**config.mk**
```make
export PLATFORM = sky130hd
export DESIGN_NAME = iir_hpf_ctrl
export DESIGN_NICKNAME = d
export VERILOG_FILES = /design/src/rtl/iir_hpf_ctrl.sv
export SDC_FILE = /design/constraint.sdc
export NUM_CORES = 1
export LEC_CHECK = 0
export CORE_MARGIN = 4
export CORE_UTILIZATION = 35
export CTS_CLUSTER_DIAMETER = 100
export DETAILED_ROUTE_END_ITERATION = 16
export GPL_TIMING_DRIVEN = 0
export PLACE_DENSITY = 0.67
export SLEW_MARGIN = 10
export SYNTH_ARGS = -nofsm -noshare
export SYNTH_HDL_FRONTEND = slang
export SYNTH_SLANG_ARGS = --single-unit
```
**constraint.sdc**
```tcl
create_clock -name clk -period 1.9 [get_ports clk]
set_clock_uncertainty 0.1 [all_clocks]
set_input_delay 0.38 -clock clk [delete_from_list [all_inputs] [get_ports clk]]
set_output_delay 0.38 -clock clk [all_outputs]
set_load 0.01 [all_outputs]
```
**src/rtl/iir_hpf_ctrl.sv**
```systemverilog
// rtl/iir_hpf_ctrl.sv - sequencer between a float sample stream, an external IIR high-pass filter and a FWFT output FIFO
// Optional feature macro: IIR_HPF_CTRL_BYPASS_EN adds i_BYPASS to route samples straight to the FIFO.
module iir_hpf_ctrl #(
    parameter int FIFO_DEPTH = 4,
    parameter int TIMEOUT    = 1024
) (
    input  logic        clk,
    input  logic        rst,
`ifdef IIR_HPF_CTRL_BYPASS_EN
    input  logic        i_BYPASS,
`endif
    input  logic [31:0] input_a,
    input  logic        input_a_stb,
    output logic        input_a_ack,
    output logic [31:0] o_X_DATA,
    output logic        o_X_DATA_VALID,
    input  logic        i_X_DATA_READY,
    input  logic [31:0] i_Y_DATA,
    input  logic        i_Y_DATA_VALID,
    output logic        o_Y_ACK,
    output logic [31:0] output_z,
    output logic        output_z_stb,
    input  logic        output_z_ack,
    output logic        o_TIMEOUT,
    output logic [15:0] o_SAMPLE_CNT
);

    localparam int AW = (FIFO_DEPTH > 1) ? $clog2(FIFO_DEPTH) : 1;
    localparam int CW = AW + 1;
    localparam int WW = $clog2(TIMEOUT) + 1;

    typedef enum logic [1:0] {
        IDLE   = 2'd0,
        ACCEPT = 2'd1,
        SEND_X = 2'd2,
        WAIT_Y = 2'd3
    } state_t;

    state_t         state_q, state_d;
    logic [31:0]    sample_q, sample_d;
    logic           a_ack_q, a_ack_d;
    logic           xv_q, xv_d;
    logic           yack_q, yack_d;
    logic [WW-1:0]  wd_q, wd_d;
    logic           to_q, to_d;
    logic [15:0]    cnt_q, cnt_d;

    logic           push;
    logic [31:0]    push_data;
    logic           pop;

    logic [31:0]    mem_q [FIFO_DEPTH];
    logic [AW-1:0]  wr_q, rd_q;
    logic [CW-1:0]  fcnt_q;

    // Admission reserves a FIFO slot, so a sample in flight can always be pushed.
    logic           slot_free;
    logic           wd_expired;
    assign slot_free  = fcnt_q < CW'(FIFO_DEPTH);
    assign wd_expired = (wd_q == WW'(TIMEOUT - 1));
    assign pop        = (fcnt_q != '0) && output_z_ack;

    // Next-state and handshake decisions; all handshake outputs are registered.
    always_comb begin
        state_d   = state_q;
        sample_d  = sample_q;
        a_ack_d   = 1'b0;
        xv_d      = 1'b0;
        yack_d    = 1'b0;
        wd_d      = wd_q;
        to_d      = to_q;
        push      = 1'b0;
        push_data = i_Y_DATA;
        case (state_q)
            IDLE: begin
                if (input_a_stb && slot_free) begin
                    a_ack_d = 1'b1;
                    state_d = ACCEPT;
                end
            end
            ACCEPT: begin
                sample_d = input_a;
                wd_d     = '0;
`ifdef IIR_HPF_CTRL_BYPASS_EN
                if (i_BYPASS) begin
                    push      = 1'b1;
                    push_data = input_a;
                    state_d   = IDLE;
                end else begin
                    xv_d    = 1'b1;
                    state_d = SEND_X;
                end
`else
                xv_d    = 1'b1;
                state_d = SEND_X;
`endif
            end
            SEND_X: begin
                if (i_X_DATA_READY) begin
                    wd_d    = '0;
                    state_d = WAIT_Y;
                end else if (wd_expired) begin
                    to_d    = 1'b1;
                    state_d = IDLE;
                end else begin
                    xv_d = 1'b1;
                    wd_d = wd_q + WW'(1);
                end
            end
            WAIT_Y: begin
                if (i_Y_DATA_VALID) begin
                    yack_d  = 1'b1;
                    push    = 1'b1;
                    state_d = IDLE;
                end else if (wd_expired) begin
                    // Sample is dropped: nothing pushed, nothing counted.
                    to_d    = 1'b1;
                    state_d = IDLE;
                end else begin
                    wd_d = wd_q + WW'(1);
                end
            end
            default: state_d = IDLE;
        endcase
        cnt_d = cnt_q + 16'(push);
    end

    // Control state registers with synchronous reset.
    always_ff @(posedge clk) begin
        if (rst) begin
            state_q  <= IDLE;
            sample_q <= '0;
            a_ack_q  <= 1'b0;
            xv_q     <= 1'b0;
            yack_q   <= 1'b0;
            wd_q     <= '0;
            to_q     <= 1'b0;
            cnt_q    <= '0;
        end else begin
            state_q  <= state_d;
            sample_q <= sample_d;
            a_ack_q  <= a_ack_d;
            xv_q     <= xv_d;
            yack_q   <= yack_d;
            wd_q     <= wd_d;
            to_q     <= to_d;
            cnt_q    <= cnt_d;
        end
    end

    // FIFO storage; contents are don't-care while the entry is not counted.
    always_ff @(posedge clk) begin
        if (push) begin
            mem_q[wr_q] <= push_data;
        end
    end

    // FIFO pointers and occupancy; pointers wrap naturally at the power-of-two depth.
    always_ff @(posedge clk) begin
        if (rst) begin
            wr_q   <= '0;
            rd_q   <= '0;
            fcnt_q <= '0;
        end else begin
            if (push) begin
                wr_q <= wr_q + AW'(1);
            end
            if (pop) begin
                rd_q <= rd_q + AW'(1);
            end
            case ({push, pop})
                2'b10:   fcnt_q <= fcnt_q + CW'(1);
                2'b01:   fcnt_q <= fcnt_q - CW'(1);
                default: fcnt_q <= fcnt_q;
            endcase
        end
    end

    assign input_a_ack    = a_ack_q;
    assign o_X_DATA       = sample_q;
    assign o_X_DATA_VALID = xv_q;
    assign o_Y_ACK        = yack_q;
    assign output_z_stb   = (fcnt_q != '0);
    assign output_z       = (fcnt_q != '0) ? mem_q[rd_q] : 32'h0;
    assign o_TIMEOUT      = to_q;
    assign o_SAMPLE_CNT   = cnt_q;

endmodule

```
==> results of run 1 <==
-- worst max-delay path, delay by kind of cell (launching register included) --
family                 cells  cell delay [ps]
muxes                      1              520
buffers and inverters      4              490
DFF                        1              330
and+or+nand+nor            1              150
-- layout by cell type (no fill, tap or decap), types with 7 or more instances in the layout --
cell / synthesis / layout
dlygate4sd2_1: 0 / 22
o21ai_0: 10 / 9
mux2i_1: 33 / 33
buf_4: 1 / 22
a21oi_1: 18 / 18
mux4_2: 32 / 32
dlymetal6s2s_1: 0 / 14
edfxtp_1: 128 / 128
clkbuf_1: 11 / 9
buf_2: 8 / 14
inv_1: 13 / 10
and2_1: 33 / 13
dfxtp_1: 74 / 61
buf_6: 2 / 25
clkbuf_16: 0 / 25
and2_4: 0 / 20
dfxtp_2: 0 / 11
xnor2_1: 10 / 10
ha_1: 13 / 7
nand2_1: 12 / 11
clkdlybuf4s50_1: 0 / 84
nand3_1: 11 / 10
nor2_1: 63 / 62
-- how the worst max path moves through the flow --
stage / end / slack, ps / cells past startpoint
4_1_cts: output_z[25] / -590 / 6
5_1_grt: output_z[7] / -620 / 6
3_3_place_gp: output_z[24] / -700 / 4
3_5_place_dp: output_z[29] / -700 / 4
2_1_floorplan: fcnt_q[2] / -70 / 9
6_report: output_z[7] / -560 / 6
-- power groups by stage --
stage               clock, uW  sequential (uW)  combinational (uW)
floorplan                   0             5160                1020
global placement            0             5100                1910
finish                   4550             5030                2130
CTS                      4670             5030                2070
detailed placement          0             5100                1920
global route             4870             5060                2340
-- registers in the layout, summed over array words and instances, names as in the netlist, named ones only --
name,flops
mem_q,128
o_X_DATA,32
o_SAMPLE_CNT,16
wd_q,11
fcnt_q,3
rd_q,2
state_q,2
wr_q,2
input_a_ack,1
o_TIMEOUT,1
o_X_DATA_VALID,1
o_Y_ACK,1
-- final cells by class --
type / instances / area [um^2]
fill: 1948 / 11300
sequential: 202 / 5350
multi-input combinational: 308 / 2750
timing repair buffer: 177 / 1770
clock buffer: 26 / 587
tap: 285 / 357
buffer: 26 / 243
clock inverter: 14 / 193
inverter: 14 / 57.6
-- metal layers --
metal  vias to the layer above  track usage [%]  wire (um)
li1                       2456                -          -
met1                      2429             18.1       7650
met2                       175             22.9       8310
met3                        20             4.83       1580
met4                         0             3.23        257
met5                         -                0          0
-- cells by family after synthesis --
| logic type | count (synthesis) |
|---|---|
| buffers and inverters | 41 |
| XOR/XNOR | 15 |
| multiplexers | 65 |
| AO/OA/AOI/OAI | 48 |
| flip-flops | 202 |
| AND/OR/NAND/NOR | 166 |
| adder cells (fa/ha/maj) | 14 |
-- timing repair --
item	in CTS	in global routing
pin swaps	34	4
gates cloned	2	0
gates resized for setup	231	57
endpoints found under the setup margin	198	88
setup buffers	15	7
-- through the flow --
stage | util (%) | instances
after CTS | 48.8 | 1046
after global routing | 49.9 | 1052
after floorplan | - | 551
final | 49.9 | 1052
after global placement | 44.2 | 989
after detailed placement | 44.2 | 989
==> metrics.md, run 1 <==
| Metric | Value |
|---|---|
| Via count of the routed design | `approximately 5100` |
| CP Max Fanout | `7` |
| Diode count | `0` |
| Crit path arrival time | `around 2000 ps` |
| Worst Hold Launch | `rst` |
| Max cap viols | `0` |
| Vias/cell | `4.83` |
| R2r endpoint | `fcnt_q[2]` |
| CTS Sinks | `~200` |
| Fraction of registers with async set/reset | `0%` |
| Internal power | `slightly below 9000 uW` |
| Initial Util | `about 36%` |
| Final Hold Vio Count | `0` |
| H-tree levels | `1` |
| Synthesized flop and latch total | `around 200` |
| Routed wire length | `between 15 and 20 mm` |
| Max Fclk | `a little over 0.4 GHz` |
| Worst Hold Endpoint | `o_SAMPLE_CNT[15]` |
| Fin area | `~11000 um^2` |
| Placed Area | `roughly 10000 um^2` |
| CTS Buffer Depth | `3` |
| Post-synthesis sequential area ratio | `about two thirds` |
| Total power | `between 10000 and 15000 uW` |
| Worst-margin pin slew | `646 ps` |
| CTS clk-pin slew, worst paths | `around 60 ps` |
| Post-synthesis mux area share | `a little over an eighth` |
| Initial antenna violation count | `0` |
| Critical Path Max Stage Delay | `between 500 and 600 ps` |
| Post-Syn Area | `~8100 um^2` |
| Largest net degree at the start of global routing | `33` |
| Status | `finished with violations` |
| Compound-Gate Fraction of Synth Area | `3.71%` |
| Synth Area in XOR/XNOR | `about 1.6%` |
| Worst setup EP type | `primary output` |
| Hold path cells | `3` |
| Synth warnings | `0` |
| Ranking of synthesized cells by area | `edfxtp_1 48%, dfxtp_1 18%, mux4_2 8.9%` |
| Adder-Cell Fraction of Synth Area | `roughly 2.3%` |
| Dpl hpwl | `roughly 12 mm` |
| Cts-stage hold buffer count | `0` |
| Nets@finish | `roughly 840` |
| Max Slew Vio Count | `0` |
| Syn nets | `around 640` |
| Final setup vio count | `35` |
| 1st-pass router iterations | `4` |
| Critical Path Start Type | `flip-flop` |
| Most used DFF post-synth | `edfxtp_1` |
| Core area | `~23000 um^2` |
| Worst path cell trace | `buf_8 > buf_12 > buf_4 > mux4_2 > and2_4 > buf_2` |
| TritonCTS clock tree | `done` |
| Hold slack | `between 200 and 300 ps` |
| Number of enable flip-flop cells after synthesis | `around 130` |
| DRT iter0 DRCs | `about 350` |
| Worst hold path class | `primary input to flip-flop` |
| Failing checks | `setup timing` |
| Port Buffers | `between 150 and 200` |
| Sequential Power Share | `between 40% and 50%` |
| Post-synth top cells | `128 x edfxtp_1, 74 x dfxtp_1, 63 x nor2_1` |
| Vias in the first global route | `around 5300` |
| Post-synth top area cell | `edfxtp_1` |
| Num ports | `155` |
| First-pass GRT wire length | `a little under 30 mm` |
| Combinational Power Share | `between 15 and 20%` |
| Net Sw Power | `2780 uW` |
| Pwr/cell area | `about 1000 nW/um^2` |
| Num CTS Buffers | `23` |
| Slew HR | `56.9%` |
| Worst path slowest cell | `mux4_2` |
| Largest family of logic cells by synthesized area | `multiplexers` |
| Reg2reg path depth | `10` |
| Worst IR Drop VDD | `580 uV` |
| Post-route setup TNS | `-17050 ps` |
| Area grow syn2layout | `40.2%` |
| Syn Area/Cell | `14.6 um^2` |
| WP data required | `~1400 ps` |
| R2r setup slk | `-300 ps` |
| Row count | `55` |
| Unique masters post-synth | `between 50 and 60` |
| RSZ-0062 raised after global routing | `yes` |
| Simple-gate share of the synthesized area | `11.0%` |
| Leak | `~0.0042 uW` |
| Root Driver | `clkbuf_16` |
| Most common cell in the netlist | `edfxtp_1` |
| Post-Syn Instances | `between 500 and 600` |
| GR Util All Layers | `14.0%` |
| Sw Share | `a little under a quarter` |
| Crit path kind | `flip-flop to primary output` |
| Min cycle time layout | `~2500 ps` |
| Die Y | `between 150 and 200 um` |
| Die ar. | `~26000 um^2` |
| Die Wd | `roughly 160 um` |
| Part of the power in the clock network | `between 30% and 40%` |
| FF-to-FF Start | `fcnt_q[0]` |
| GRT overflow | `0` |
| Antenna viol nets, final | `0` |
| Post-synth top area share | `47.7%` |
| Clock Latency Late Sink | `a little under 500 ps` |
| GP Congestion | `roughly 0.77` |
| DR WL/cell | `between 15 and 20 um` |
| Fin crit share | `130%` |
| Post-route DRC | `0` |
| Setup WS pre-CTS | `-702 ps` |
| Share of post-route cells with drive strength above 1 | `~27%` |
| Setup slack after layout | `-565 ps` |
No activity file was read; power rests on OpenSTA's default activity.
==> run 2, diff against run 1 <==
- SLEW_MARGIN: 10 -> 20
==> results of run 2 <==
Final layout, timing and power as in run 1 (identical DEF).
